### src/rtl/crypto_sched_rr_if.sv
// Channel-side bus of crypto_sched_rr: per-channel request and response handshakes.
// master = requester side, slave = scheduler side.
interface crypto_sched_rr_if #(
  parameter int NUM_CH = 4,
  parameter int DW     = 128
);
  logic [NUM_CH-1:0]    req_valid;
  logic [NUM_CH-1:0]    req_ready;
  logic [NUM_CH-1:0]    req_algo;
  logic [NUM_CH*DW-1:0] req_key;
  logic [NUM_CH*DW-1:0] req_din;
  logic [NUM_CH-1:0]    rsp_valid;
  logic [NUM_CH-1:0]    rsp_ready;
  logic [DW-1:0]        rsp_data;
  logic                 rsp_err;

  modport master (
    output req_valid, req_algo, req_key, req_din, rsp_ready,
    input  req_ready, rsp_valid, rsp_data, rsp_err
  );

  modport slave (
    input  req_valid, req_algo, req_key, req_din, rsp_ready,
    output req_ready, rsp_valid, rsp_data, rsp_err
  );
endinterface

### src/rtl/crypto_sched_rr.sv
// Round-robin scheduler sharing one AES/SM4 block engine between NUM_CH requesters.
// Optional engine watchdog is enabled by defining CRYPTO_SCHED_TMO_EN.
module crypto_sched_rr #(
  parameter int NUM_CH  = 4,
  parameter int DW      = 128,
  parameter int TMO_CYC = 256
) (
  input  logic                      clk,
  input  logic                      rst_n,
  crypto_sched_rr_if.slave          ch,
  output logic                      eng_algo_sel,
  output logic                      eng_start,
  output logic [DW-1:0]             eng_key,
  output logic [DW-1:0]             eng_din,
  input  logic                      eng_done,
  input  logic [DW-1:0]             eng_dout,
  output logic                      busy,
  output logic [$clog2(NUM_CH)-1:0] grant_id
);

  // state | meaning
  // IDLE  | arbitrate; winner's req_ready is driven combinationally
  // ISSUE | one-cycle eng_start pulse
  // WAIT  | wait for eng_done (or watchdog expiry)
  // RESP  | hold rsp_valid to the owner until its rsp_ready

  localparam int IDW = $clog2(NUM_CH);
  localparam logic [IDW:0] NCH = (IDW+1)'(NUM_CH);

  typedef enum logic [1:0] {IDLE, ISSUE, WAIT, RESP} state_t;

  state_t            state;
  logic [IDW-1:0]    last_grant;
  logic [IDW-1:0]    win_id;
  logic              win_found;
  logic [NUM_CH-1:0] rsp_valid_q;
  logic [DW-1:0]     rsp_data_q;

  if (NUM_CH < 2 || NUM_CH > 8 || DW < 1 || TMO_CYC < 1 || TMO_CYC > 65536) begin : g_param_check
    $error("crypto_sched_rr: parameter out of range");
  end

  // Scan from last_grant+1 with wrap; first requester found wins.
  always_comb begin
    logic [IDW:0]   sum;
    logic [IDW-1:0] cand;
    sum       = '0;
    cand      = '0;
    win_found = 1'b0;
    win_id    = '0;
    for (int k = 1; k <= NUM_CH; k++) begin
      sum = {1'b0, last_grant} + (IDW+1)'(k);
      if (sum >= NCH) sum = sum - NCH;
      cand = sum[IDW-1:0];
      if (!win_found && ch.req_valid[cand]) begin
        win_found = 1'b1;
        win_id    = cand;
      end
    end
  end

  always_comb begin
    ch.req_ready = '0;
    if (state == IDLE && win_found) ch.req_ready[win_id] = 1'b1;
  end

`ifdef CRYPTO_SCHED_TMO_EN
  logic        rsp_err_q;
  logic [15:0] tmo_cnt;
`endif

  always_ff @(posedge clk or negedge rst_n) begin
    if (!rst_n) begin
      state        <= IDLE;
      last_grant   <= IDW'(NUM_CH - 1);
      grant_id     <= '0;
      eng_algo_sel <= 1'b0;
      eng_key      <= '0;
      eng_din      <= '0;
      eng_start    <= 1'b0;
      busy         <= 1'b0;
      rsp_valid_q  <= '0;
      rsp_data_q   <= '0;
`ifdef CRYPTO_SCHED_TMO_EN
      rsp_err_q    <= 1'b0;
      tmo_cnt      <= '0;
`endif
    end else begin
      eng_start <= 1'b0;
      unique case (state)
        IDLE: begin
          if (win_found) begin
            grant_id     <= win_id;
            eng_algo_sel <= ch.req_algo[win_id];
            eng_key      <= ch.req_key[win_id*DW +: DW];
            eng_din      <= ch.req_din[win_id*DW +: DW];
            eng_start    <= 1'b1;
            busy         <= 1'b1;
            state        <= ISSUE;
          end
        end
        ISSUE: begin
`ifdef CRYPTO_SCHED_TMO_EN
          tmo_cnt <= '0;
`endif
          state <= WAIT;
        end
        WAIT: begin
          if (eng_done) begin
            rsp_data_q            <= eng_dout;
            rsp_valid_q[grant_id] <= 1'b1;
`ifdef CRYPTO_SCHED_TMO_EN
            rsp_err_q             <= 1'b0;
`endif
            state                 <= RESP;
          end
`ifdef CRYPTO_SCHED_TMO_EN
          else if (tmo_cnt == 16'(TMO_CYC - 1)) begin
            rsp_data_q            <= '0;
            rsp_err_q             <= 1'b1;
            rsp_valid_q[grant_id] <= 1'b1;
            state                 <= RESP;
          end else begin
            tmo_cnt <= tmo_cnt + 16'd1;
          end
`endif
        end
        RESP: begin
          // Only the owner's rsp_ready can release the engine.
          if (ch.rsp_ready[grant_id]) begin
            last_grant  <= grant_id;
            rsp_valid_q <= '0;
            busy        <= 1'b0;
            state       <= IDLE;
          end
        end
        default: state <= IDLE;
      endcase
    end
  end

  assign ch.rsp_valid = rsp_valid_q;
  assign ch.rsp_data  = rsp_data_q;
`ifdef CRYPTO_SCHED_TMO_EN
  assign ch.rsp_err   = rsp_err_q;
`else
  assign ch.rsp_err   = 1'b0;
`endif

endmodule
### src/flat_wrapper.sv
// flat-port wrapper written by rule: the top's interface ports become plain ports
module crypto_sched_rr_flat 
#(
  parameter int NUM_CH  = 4,
  parameter int DW      = 128,
  parameter int TMO_CYC = 256
)
  (clk, rst_n, eng_algo_sel, eng_start, eng_key, eng_din, eng_done, eng_dout, busy, grant_id, ch_req_valid, ch_req_algo, ch_req_key, ch_req_din, ch_rsp_ready, ch_req_ready, ch_rsp_valid, ch_rsp_data, ch_rsp_err);
  crypto_sched_rr_if #(.NUM_CH(NUM_CH), .DW(DW)) ch_i ();
  input  logic clk;
  input  logic rst_n;
  output logic eng_algo_sel;
  output logic eng_start;
  output logic [DW-1:0] eng_key;
  output logic [DW-1:0] eng_din;
  input  logic eng_done;
  input  logic [DW-1:0] eng_dout;
  output logic busy;
  output logic [$clog2(NUM_CH)-1:0] grant_id;
  input wire logic [$bits(ch_i.req_valid)-1:0] ch_req_valid;
  input wire logic [$bits(ch_i.req_algo)-1:0] ch_req_algo;
  input wire logic [$bits(ch_i.req_key)-1:0] ch_req_key;
  input wire logic [$bits(ch_i.req_din)-1:0] ch_req_din;
  input wire logic [$bits(ch_i.rsp_ready)-1:0] ch_rsp_ready;
  output wire logic [$bits(ch_i.req_ready)-1:0] ch_req_ready;
  output wire logic [$bits(ch_i.rsp_valid)-1:0] ch_rsp_valid;
  output wire logic [$bits(ch_i.rsp_data)-1:0] ch_rsp_data;
  output wire logic [$bits(ch_i.rsp_err)-1:0] ch_rsp_err;
  assign ch_i.req_valid = ch_req_valid;
  assign ch_i.req_algo = ch_req_algo;
  assign ch_i.req_key = ch_req_key;
  assign ch_i.req_din = ch_req_din;
  assign ch_i.rsp_ready = ch_rsp_ready;
  assign ch_req_ready = ch_i.req_ready;
  assign ch_rsp_valid = ch_i.rsp_valid;
  assign ch_rsp_data = ch_i.rsp_data;
  assign ch_rsp_err = ch_i.rsp_err;
  crypto_sched_rr #(.NUM_CH(NUM_CH), .DW(DW), .TMO_CYC(TMO_CYC)) u_core (.clk(clk), .rst_n(rst_n), .ch(ch_i), .eng_algo_sel(eng_algo_sel), .eng_start(eng_start), .eng_key(eng_key), .eng_din(eng_din), .eng_done(eng_done), .eng_dout(eng_dout), .busy(busy), .grant_id(grant_id));
endmodule
### config.mk
export PLATFORM = sky130hd
export DESIGN_NAME = crypto_sched_rr_flat
export DESIGN_NICKNAME = d
export VERILOG_FILES = /design/src/rtl/crypto_sched_rr_if.sv /design/src/rtl/crypto_sched_rr.sv /design/src/flat_wrapper.sv
export SDC_FILE = /design/constraint.sdc
export NUM_CORES = 1
export LEC_CHECK = 0
export ABC_CLOCK_PERIOD_IN_PS = 3900
export BUFFER_PORTS_ARGS = -buffer_cell sky130_fd_sc_hd__buf_2
export CAP_MARGIN = 20
export CORE_AREA = 2 2 612 614
export CTS_CLUSTER_DIAMETER = 120
export DETAILED_ROUTE_END_ITERATION = 10
export DIE_AREA = 0 0 614 616
export SLEW_MARGIN = 10
export SYNTH_ARGS = -nofsm -noshare
export SYNTH_HDL_FRONTEND = slang
export SYNTH_SLANG_ARGS = --single-unit
### constraint.sdc
create_clock -name clk -period 3.9 [get_ports clk]
set_clock_uncertainty 0.15 [all_clocks]
set_input_delay 0 -clock clk [delete_from_list [all_inputs] [get_ports clk]]
set_output_delay 0 -clock clk [all_outputs]
set_load 0.03 [all_outputs]
* Word level (Yosys, flattened, before mapping)
Index checks and enable logic that the tools add are counted.
** Word-level totals
- Bits in registers :: 397
- Bits of input ports :: 1167
- Logic and storage cells :: 98
** Operators by class
- Add/sub/neg operators :: 8
- Order comparisons :: 12
- Eq/ne operators :: 6
- Shift operators :: 2
- Muxes and demuxes :: 41
- Bitwise operators :: 1
- Reduce and logical (&&, ||, !) cells :: 18
** Operators by type and width (count)
- 512-bit by 10-bit variable part select with 128-bit output :: 2
- 2-bit two-way mux :: 11
- 2-bit by 3-bit less-than comparator with 1-bit output (second input constant) :: 6
- 1-bit two-way mux :: 16
- 1-bit binary-select mux with 2-bit select :: 6
- 3-bit >= comparator (second input constant) :: 4
- 4-bit two-way mux :: 3
- 3-bit AND reduction :: 3
- 2-bit one-hot mux with 4 select lines :: 1
- 4-bit one-hot mux with 2 select lines :: 1
- 2-bit by 1-bit subtractor with 2-bit output (second input constant) :: 4
- 2-bit by 2-bit adder with 3-bit output (second input constant) :: 2
- 1-bit logical AND :: 6
- 2-bit AND reduction :: 3
- 1-bit demux with 2-bit select :: 2
- 2-bit equality test (second input constant) :: 2
- 2-bit by 1-bit >= comparator with 1-bit output (second input constant) :: 2
- 2-bit by 1-bit inequality test with 1-bit output (second input constant) :: 2
- 4-bit OR :: 1
- 2-bit nonzero test :: 2
- 2-bit by 1-bit adder with 3-bit output (second input constant) :: 1
- 2-bit by 3-bit adder with 3-bit output (second input constant) :: 1
- 1-bit logical NOT :: 3
- 2-bit by 1-bit equality test with 1-bit output (second input constant) :: 1
- other kinds (3) :: 3

* Longest topological paths before layout
Gate-level depths: netlist of run 1.
- Depth after elaboration :: 20
- Mapped depth :: 9

* Worst setup path after synthesis of run 1
Ideal clock, no wire load.
- Path kind :: flip-flop to flip-flop
- From :: reg u_core.last_grant[1]
- To :: reg u_core.eng_din[100]
- Data arrival time :: 1.956 ns
- Data required time :: 3.618 ns
- Path slack :: 1.662 ns
- Cell stages (with the launch flop) :: 10
- Buffers on the path :: 4
- Path through :: dfstp_2 -> buf_2 -> mux2i_1 -> o21ai_0 -> or2_1 -> buf_4 -> buf_4 -> buf_2 -> a211oi_1 -> a211oi_2
** On the way
- Cells in the longest elaborated chain, start to end :: 16
- Elaborated cells on any way between the ends :: 40
- Classes of those cells :: add/sub (8); order compare (4); shift (1); mux (20); reduce/logical (7)
** RTL lines
- from (decl) :: RTL line crypto_sched_rr.sv:33 : logic [IDW-1:0] last_grant;
- from (signal assigned) :: RTL line crypto_sched_rr.sv:75 : last_grant <= IDW'(NUM_CH - 1);
- from (signal assigned) :: RTL line crypto_sched_rr.sv:131 : last_grant <= grant_id;
- 2-bit by 1-bit adder with 3-bit output :: RTL line crypto_sched_rr.sv:52 : sum = {1'b0, last_grant} + (IDW+1)'(k);
- 3-bit >= comparator / 2-bit by 1-bit subtractor with 2-bit output (equally long branches) :: RTL line crypto_sched_rr.sv:53 : if (sum >= NCH) sum = sum - NCH;
- 2-bit two-way mux :: RTL line crypto_sched_rr.sv:53
- 1-bit binary-select mux with 2-bit select :: RTL line crypto_sched_rr.sv:55 : if (!win_found && ch.req_valid[cand]) begin
- 1-bit two-way mux (implied by the code) :: RTL line crypto_sched_rr.sv:55
- 1-bit two-way mux :: RTL line crypto_sched_rr.sv:55
- 1-bit logical NOT :: RTL line crypto_sched_rr.sv:55
- 1-bit logical AND :: RTL line crypto_sched_rr.sv:55
- 1-bit two-way mux :: RTL line crypto_sched_rr.sv:55
- 1-bit logical NOT :: RTL line crypto_sched_rr.sv:55
- 1-bit logical AND :: RTL line crypto_sched_rr.sv:55
- 1-bit two-way mux :: RTL line crypto_sched_rr.sv:55
- 1-bit logical NOT :: RTL line crypto_sched_rr.sv:55
- 1-bit logical AND :: RTL line crypto_sched_rr.sv:55
- 2-bit two-way mux / 1-bit two-way mux (equally long branches) :: RTL line crypto_sched_rr.sv:55
- 512-bit by 10-bit variable part select with 128-bit output / 2-bit AND reduction (equally long branches)
- to (signal assigned) :: RTL line crypto_sched_rr.sv:96 : eng_din <= ch.req_din[win_id*DW +: DW];
- to (decl) :: RTL line crypto_sched_rr.sv:14 : output logic [DW-1:0] eng_din,
Parallel ways exist; a longest one is shown, timed or not. The select of a mux whose other input is x is not followed.
A chain may end at the register's enable or synchronous reset.

* Worst setup path in the final report of run 1
- From :: reg u_core.last_grant[1]
- To :: reg u_core.eng_key[7]
** On the way
- Cells in the longest elaborated chain, start to end :: 16
- Elaborated cells on any way between the ends :: 40
- Classes of those cells :: add/sub (8); order compare (4); shift (1); mux (20); reduce/logical (7)
** RTL lines
- 2-bit by 1-bit adder with 3-bit output :: RTL line crypto_sched_rr.sv:52
- 3-bit >= comparator / 2-bit by 1-bit subtractor with 2-bit output (equally long branches) :: RTL line crypto_sched_rr.sv:53
- 2-bit two-way mux :: RTL line crypto_sched_rr.sv:53
- 1-bit binary-select mux with 2-bit select :: RTL line crypto_sched_rr.sv:55
- 1-bit two-way mux (implied by the code) :: RTL line crypto_sched_rr.sv:55
- 1-bit two-way mux :: RTL line crypto_sched_rr.sv:55
- 1-bit logical NOT :: RTL line crypto_sched_rr.sv:55
- 1-bit logical AND :: RTL line crypto_sched_rr.sv:55
- 1-bit two-way mux :: RTL line crypto_sched_rr.sv:55
- 1-bit logical NOT :: RTL line crypto_sched_rr.sv:55
- 1-bit logical AND :: RTL line crypto_sched_rr.sv:55
- 1-bit two-way mux :: RTL line crypto_sched_rr.sv:55
- 1-bit logical NOT :: RTL line crypto_sched_rr.sv:55
- 1-bit logical AND :: RTL line crypto_sched_rr.sv:55
- 2-bit two-way mux / 1-bit two-way mux (equally long branches) :: RTL line crypto_sched_rr.sv:55
- 512-bit by 10-bit variable part select with 128-bit output / 2-bit AND reduction (equally long branches)
- to (signal assigned) :: RTL line crypto_sched_rr.sv:95 : eng_key <= ch.req_key[win_id*DW +: DW];
- to (decl) :: RTL line crypto_sched_rr.sv:13 : output logic [DW-1:0] eng_key,
Parallel ways exist; a longest one is shown, timed or not. The select of a mux whose other input is x is not followed.

==> out/qor.yml, run 1 <==
route:
  vias_per_cell: 3.324
  wl_met2_mm: 141.8
  vias: 35993
  drt_iter0_markers: 2584
  drtAntennaViolNets: 0
  wire_per_inst_um: 30.36
  wl_met1_mm: 118.0
  first_pass_iters: 5
  drc: 0
  routed_wl_mm: 328.7
  top_layer: "met5"
  wl_met3_mm: 43.76
timing:
  slew_violations: 0
  fin_crit_sh: 0.9691
  worst_slew_pin_slew_ns: 1.165
  max-slew-margin-rel: 0.2231
  final-setup-viol-count: 0
  setup_ws_ns: 0.1206
  fin_crit_ns: 3.779
  max_freq_mhz: 264.6
  hold_viol: 0
grt:
  grt_overflow_total: 0
  grt.total_usage: 0.1665
  grt_pass1_vias: 37043
  grt_first_pass_wirelength_mm: 404.6
  antenna_found_initial: 247
  grt_start_max_net_pins: 132
power:
  power_leakage_nw: 24.84
  peakVddDrop_v: 0.0004423
  power_density_mw_per_mm2: 726.2
  power.total_mw: 41.36
synthesis:
  synth_top_area_share: 0.4329
  synth_most_common_cell: "a211oi_1"
  ys_warn_count: 0
  yosysUniqueCellTypes: 37
  synthesis.area_mm2: 0.02284
  synthCells: 2378
  syn_avg_cell_area_um2: 9.603
  ys_seq_elements: 397
  synth_flop_cell: "dfrtp_1"
  async_flop_share: 1.000
  ys_top_cells_by_count: "a211oi_1, dfrtp_1, nor2_1, nand2_1, nor3_1"
  seq_area_frac_synth: 0.4352
  syn_nets: 3548
  synth-edff-count: 0
  synthTopCellsByArea: "dfrtp_1, a211oi_1, mux2i_1"
  synth_top_area_cell: "dfrtp_1"
setup_path:
  cp-start-kind: "flip-flop"
  crit_slowest_cell: "dfstp_2"
  critPathKind: "flip-flop to flip-flop"
  path_delay_family: "buffers and inverters"
  cp_cell_sequence: "mux2i_2 -> nor2_4 -> buf_12 -> buf_4 -> buf_12 -> nor3_1 -> a211oi_1 -> dlygate4sd3_1 -> a211oi_1 -> dlygate4sd3_1"
  end_kind: "flip-flop"
  cpPeakStageDelay_ns: 0.62
  worstPathMaxFanout: 24
  cp.arrival_ns: 4.29
  cp.required_ns: 4.41
  cp_num_buf_inv: 5
floorplan:
  fp.dieArea_mm2: 0.3782
  start_util: 0.06149
  ios: 1565
  die_h_um: 616
  core_area_mm2: 0.3714
  fp-row-count: 224
  die_x_um: 614
finish:
  nFillCells: 41779
  drive_above_1_share: 0.3498
  syn_to_final_growth_pct: 149.4
  ff_latch_area_mm2: 0.009937
  multi_input_area_mm2: 0.01173
  nets: 6756
placed_design:
  gp_congestion: 0.9921
  io_buffers: 1563
  place_worst_setup_slack_ns: 0.3705
  dpl.hpwl_mm: 271.6
status:
  status: "finished, final reports clean"
cts:
  cts-root-buf: "clkbuf_16"
  clock_path_buffers: 4
  htreeDepth: 3
  clkLatencyLatePin_ns: 0.73
  cts_tree: "built"
  clk_pin_slew_ns: 0.06
  cts_made_buffers: 70
  clock-sinks: 397
worst_hold_path:
  hp-class: "primary input to flip-flop"
flow_run:
  maxCapViolCount: 0
[tightest hold or removal path: stages]
cell      delay [ns]
buf_2           0.20
nor4_2          0.10
nand2b_2        0.32
a21o_1          0.23
[metrics by stage]
| stage | hold slack [ns] | cells | instance area, um2 | setup TNS, ns | util |
|---|---|---|---|---|---|
| after floorplan | -0.4456 | 2378 | 22840 | 0 | - |
| after global routing | 0.02293 | 10766 | 56790 | -0.03396 | 0.1529 |
| after detailed placement | -0.1713 | 8779 | 36900 | 0 | 0.09937 |
| after CTS | 0.0006387 | 10595 | 56270 | 0 | 0.1515 |
| after global placement | -0.1730 | 8777 | 36890 | 0 | 0.09934 |
| final | 0.02516 | 10829 | 56950 | 0 | 0.1534 |
[per-layer routing]
layer  up-vias  GRT usage
li1      15447          -
met1     17297     0.1730
met2      2286     0.2558
met3       851    0.09579
met4       112     0.1071
met5         -          0
[cell type report]
cell class,instances,area share
well taps,4972,0.1092
inverters,5,0.0004614
diodes,225,0.009886
flip-flops and latches,397,0.1745
clock buffers,90,0.03438
multi-input cells,1735,0.2060
repair buffers,3377,0.4586
clock inverters,28,0.006942
[power by group]
part           switching [mW]  internal (mW)
registers                1.34           6.26
clock network            2.71           4.08
logic                    17.9           9.12
[registers in the layout, indices dropped and copies added, names as in the netlist]
| register | count |
|---|---|
| u_core.busy | 1 |
| u_core.ch.rsp_data | 128 |
| u_core.ch.rsp_valid | 4 |
| u_core.eng_algo_sel | 1 |
| u_core.eng_din | 128 |
| u_core.eng_key | 128 |
| u_core.eng_start | 1 |
| u_core.grant_id | 2 |
| u_core.last_grant | 2 |
| u_core.state | 2 |
[cell families (layout without fill, tap and decap cells)]
| family | Yosys count | in the layout | synth area share |
|---|---|---|---|
| buffers and inverters | 246 | 3500 | 0.05369 |
| and+or+nand+nor | 809 | 809 | 0.1488 |
| muxes | 389 | 389 | 0.1781 |
| adders and majority gates | 3 | 3 | 0.001644 |
| AOI/OAI and AO/OA | 533 | 533 | 0.1824 |
| other | 1 | 226 | 0.0001642 |
| DFF | 397 | 397 | 0.4352 |
[cell usage in the layout (no fill, tap or decap), types with 4 or more instances in the layout]
master            n
buf_2          1563
mux2i_1         258
inv_6             4
buf_12           32
a211oi_1        477
o21ai_0           5
a211oi_2         38
dfrtp_1         395
nor3_1          260
mux2_2          129
nand2_1         266
nand2b_1          4
buf_4            82
clkinv_2          7
nor2_1          268
clkinvlp_4        6
clkbuf_8         11
clkbuf_16        71
diode_2         225
clkbuf_1          8
inv_1             4
bufinv_16         8
dlygate4sd3_1  1697
a31oi_1           4
[worst paths after layout]
check,to,from,slack [ns],depth (start not counted)
setup reg to reg,u_core.eng_key[7],u_core.last_grant[1],0.12,10
min in group asynchronous,u_core.ch.rsp_data[1],rst_n,0.33,4
hold reg to reg,u_core.ch.rsp_valid[2],u_core.ch.rsp_valid[2],0.34,2
hold / removal,u_core.grant_id[1],ch_req_valid[1],0.03,4
max in group asynchronous,u_core.eng_key[46],rst_n,2.45,4
setup / recovery,u_core.eng_key[7],u_core.last_grant[1],0.12,10
[repair_timing]
action,CTS,global route
endpoints found under the setup margin,0,67
resized for setup,0,3
setup buffers,0,10
hold endpoints to repair,788,0
hold buffers,1698,0
(Power assumes the default switching activity.)
==> inputs of run 2 (changes only) <==
--- a/config.mk
+++ b/config.mk
@@ -5,13 +5,14 @@
 export SDC_FILE = /design/constraint.sdc
 export NUM_CORES = 1
 export LEC_CHECK = 0
-export ABC_CLOCK_PERIOD_IN_PS = 3900
+export ABC_CLOCK_PERIOD_IN_PS = 4700
 export BUFFER_PORTS_ARGS = -buffer_cell sky130_fd_sc_hd__buf_2
 export CAP_MARGIN = 20
-export CORE_AREA = 2 2 612 614
+export CORE_AREA = 4 4 614 616
 export CTS_CLUSTER_DIAMETER = 120
 export DETAILED_ROUTE_END_ITERATION = 10
-export DIE_AREA = 0 0 614 616
+export DIE_AREA = 0 0 618 620
+export PLACE_DENSITY = 0.31
 export SLEW_MARGIN = 10
 export SYNTH_ARGS = -nofsm -noshare
 export SYNTH_HDL_FRONTEND = slang
==> constraint.sdc (replaced) <==
create_clock -name clk -period 4.7 [get_ports clk]
set_clock_uncertainty 0.15 [all_clocks]
set_input_delay 0 -clock clk [delete_from_list [all_inputs] [get_ports clk]]
set_output_delay 0 -clock clk [all_outputs]
set_load 0.03 [all_outputs]
==> run 2 against run 1 <==
Sequential share of layout area is 1.1 points higher; maximum frequency fell by 12%; clock-buffer cell count increased by 11; final area down 6.1%; final cell count down 4.5%; flip-flop and latch count did not move; critical endpoint is now u_core.eng_din[35]; largest cell class unchanged.
==> out/qor.yml, run 2 (same netlist as run 1, synthesis figures left out) <==
setup_path:
  worstPathMaxFanout: 66
  ff2ff_setup_slack_ns: 0.40
  cp.arrival_ns: 4.83
  r2r_cells: 9
  r2r-end: "u_core.eng_din[35]"
  cp-start-kind: "flip-flop"
  critPathKind: "flip-flop to flip-flop"
  end_kind: "flip-flop"
  cp.required_ns: 5.23
  reg2reg_from: "u_core.last_grant[1]"
route:
  vias_per_cell: 3.187
  top_layer: "met5"
  wl_met2_mm: 142.4
  vias: 32952
  routed_wl_mm: 299.8
  wl_met3_mm: 29.04
  wl_met1_mm: 120.8
  drtAntennaViolNets: 0
  wire_per_inst_um: 28.99
  drt_iter0_markers: 1782
  first_pass_iters: 5
  drc: 0
floorplan:
  fp.dieArea_mm2: 0.3832
  ios: 1565
  die_h_um: 620
  die_x_um: 618
  fp-row-count: 224
  core_area_mm2: 0.3714
  start_util: 0.06149
cts:
  cts_made_buffers: 72
  cts-root-buf: "clkbuf_16"
  clock_path_buffers: 4
  cts_tree: "built"
  clkLatencyLatePin_ns: 0.77
  clk_pin_slew_ns: 0.05
  clock-sinks: 397
  htreeDepth: 3
grt:
  grt_start_max_net_pins: 128
  grt_first_pass_wirelength_mm: 375.2
  antenna_found_initial: 168
  grt_overflow_total: 0
  grt.total_usage: 0.1492
  grt_pass1_vias: 35288
timing:
  fin_crit_sh: 0.9148
  max_freq_mhz: 232.6
  slew_violations: 0
  worst_slew_pin_slew_ns: 1.265
  max-slew-margin-rel: 0.1565
  fin_crit_ns: 4.300
  hold_viol: 0
  rsz0062_at_grt: "false"
  setup_tns_ns: 0
  final-setup-viol-count: 0
finish:
  nets: 6453
  drive_above_1_share: 0.3645
  layout_common_cells: "buf_2, dlygate4sd3_1, a211oi_1"
  syn_to_final_growth_pct: 134.3
  utilization: 0.1441
  layout_commonest_cell: "buf_2"
  layoutNonFillerInstCount: 10341
flow_run:
  maxCapViolCount: 0
power:
  power_density_mw_per_mm2: 643.2
  power_leakage_nw: 23.35
  power.total_mw: 34.41
  peakVddDrop_v: 0.0003292
worst_hold_path:
  hp-class: "primary input to flip-flop"
  hold_end: "u_core.ch.rsp_data[54]"
  holdPathStages: 3
  hold_path_startpoint: "eng_dout[54]"
placed_design:
  dpl.hpwl_mm: 253.3
  place_inst: 8758
  io_buffers: 1563
  gp_congestion: 0.9174
status:
  status: "finished, final reports clean"
## run 2: timing repair
action,4_1_cts,5_1_grt
gates resized for setup,0,0
hold endpoints to repair,788,0
buffers inserted,0,0
setup endpoints to repair,0,0
hold buffers,1422,0
## run 2: cell type report
| cell class | instances | area, um2 |
|---|---|---|
| Tap cell | 4972 | 6221 |
| Clock buffer | 101 | 2083 |
| Timing Repair Buffer | 3072 | 23010 |
| Fill cell | 42493 | 317900 |
| Antenna cell | 36 | 90.09 |
| Multi-Input combinational cell | 1735 | 11740 |
| Inverter | 5 | 26.28 |
| Sequential cell | 397 | 9937 |
| Clock inverter | 23 | 390.4 |
## run 2: critical path, stage by stage, from the launching register on
cell           delay (ns)
dfstp_2              0.61
mux2i_1              0.15
o21ai_0              0.20
or2_4                0.66
buf_12               0.33
buf_12               0.39
mux2i_1              0.14
dlygate4sd3_1        0.58
a211oi_1             0.27
dlygate4sd3_1        0.59
## run 2: layer usage
| layer | global-route usage | up-vias |
|---|---|---|
| met5 | 0 | - |
| met4 | 0.02876 | 50 |
| met3 | 0.06052 | 378 |
| met2 | 0.2533 | 1422 |
| met1 | 0.1768 | 16504 |
| li1 | - | 14598 |
## run 2: how the worst max path moves through the flow
stage,startpoint,to,slack [ns],depth (start not counted)
final,u_core.last_grant[1],u_core.eng_din[35],0.40,9
after global routing,u_core.last_grant[1],u_core.eng_din[26],0.20,10
after CTS,u_core.last_grant[1],u_core.eng_din[19],0.33,10
after detailed placement,u_core.last_grant[1],u_core.eng_key[91],1.05,7
after global placement,u_core.last_grant[1],u_core.eng_din[33],0.66,7
after floorplan,u_core.last_grant[1],u_core.eng_din[100],2.46,9
## run 2: report_power, final
group	leakage, nW	switching [mW]	internal, mW	total [mW]
logic	17.7	14.1	8.16	22.3
registers	4.48	1.16	5.19	6.35
clock network	1.21	2.22	3.59	5.80
total	23.4	17.5	16.9	34.4
## run 2: metrics by stage
stage                     setup WS (ns)  instance area (um2)  hold WS [ns]
after floorplan                   2.462                22840       -0.4456
after global placement           0.6571                36660      -0.02631
after detailed placement          1.055                36680      -0.03312
after CTS                        0.3274                53410    0.00001510
after global routing             0.1993                53450       0.02780
final                            0.4004                53500       0.05019
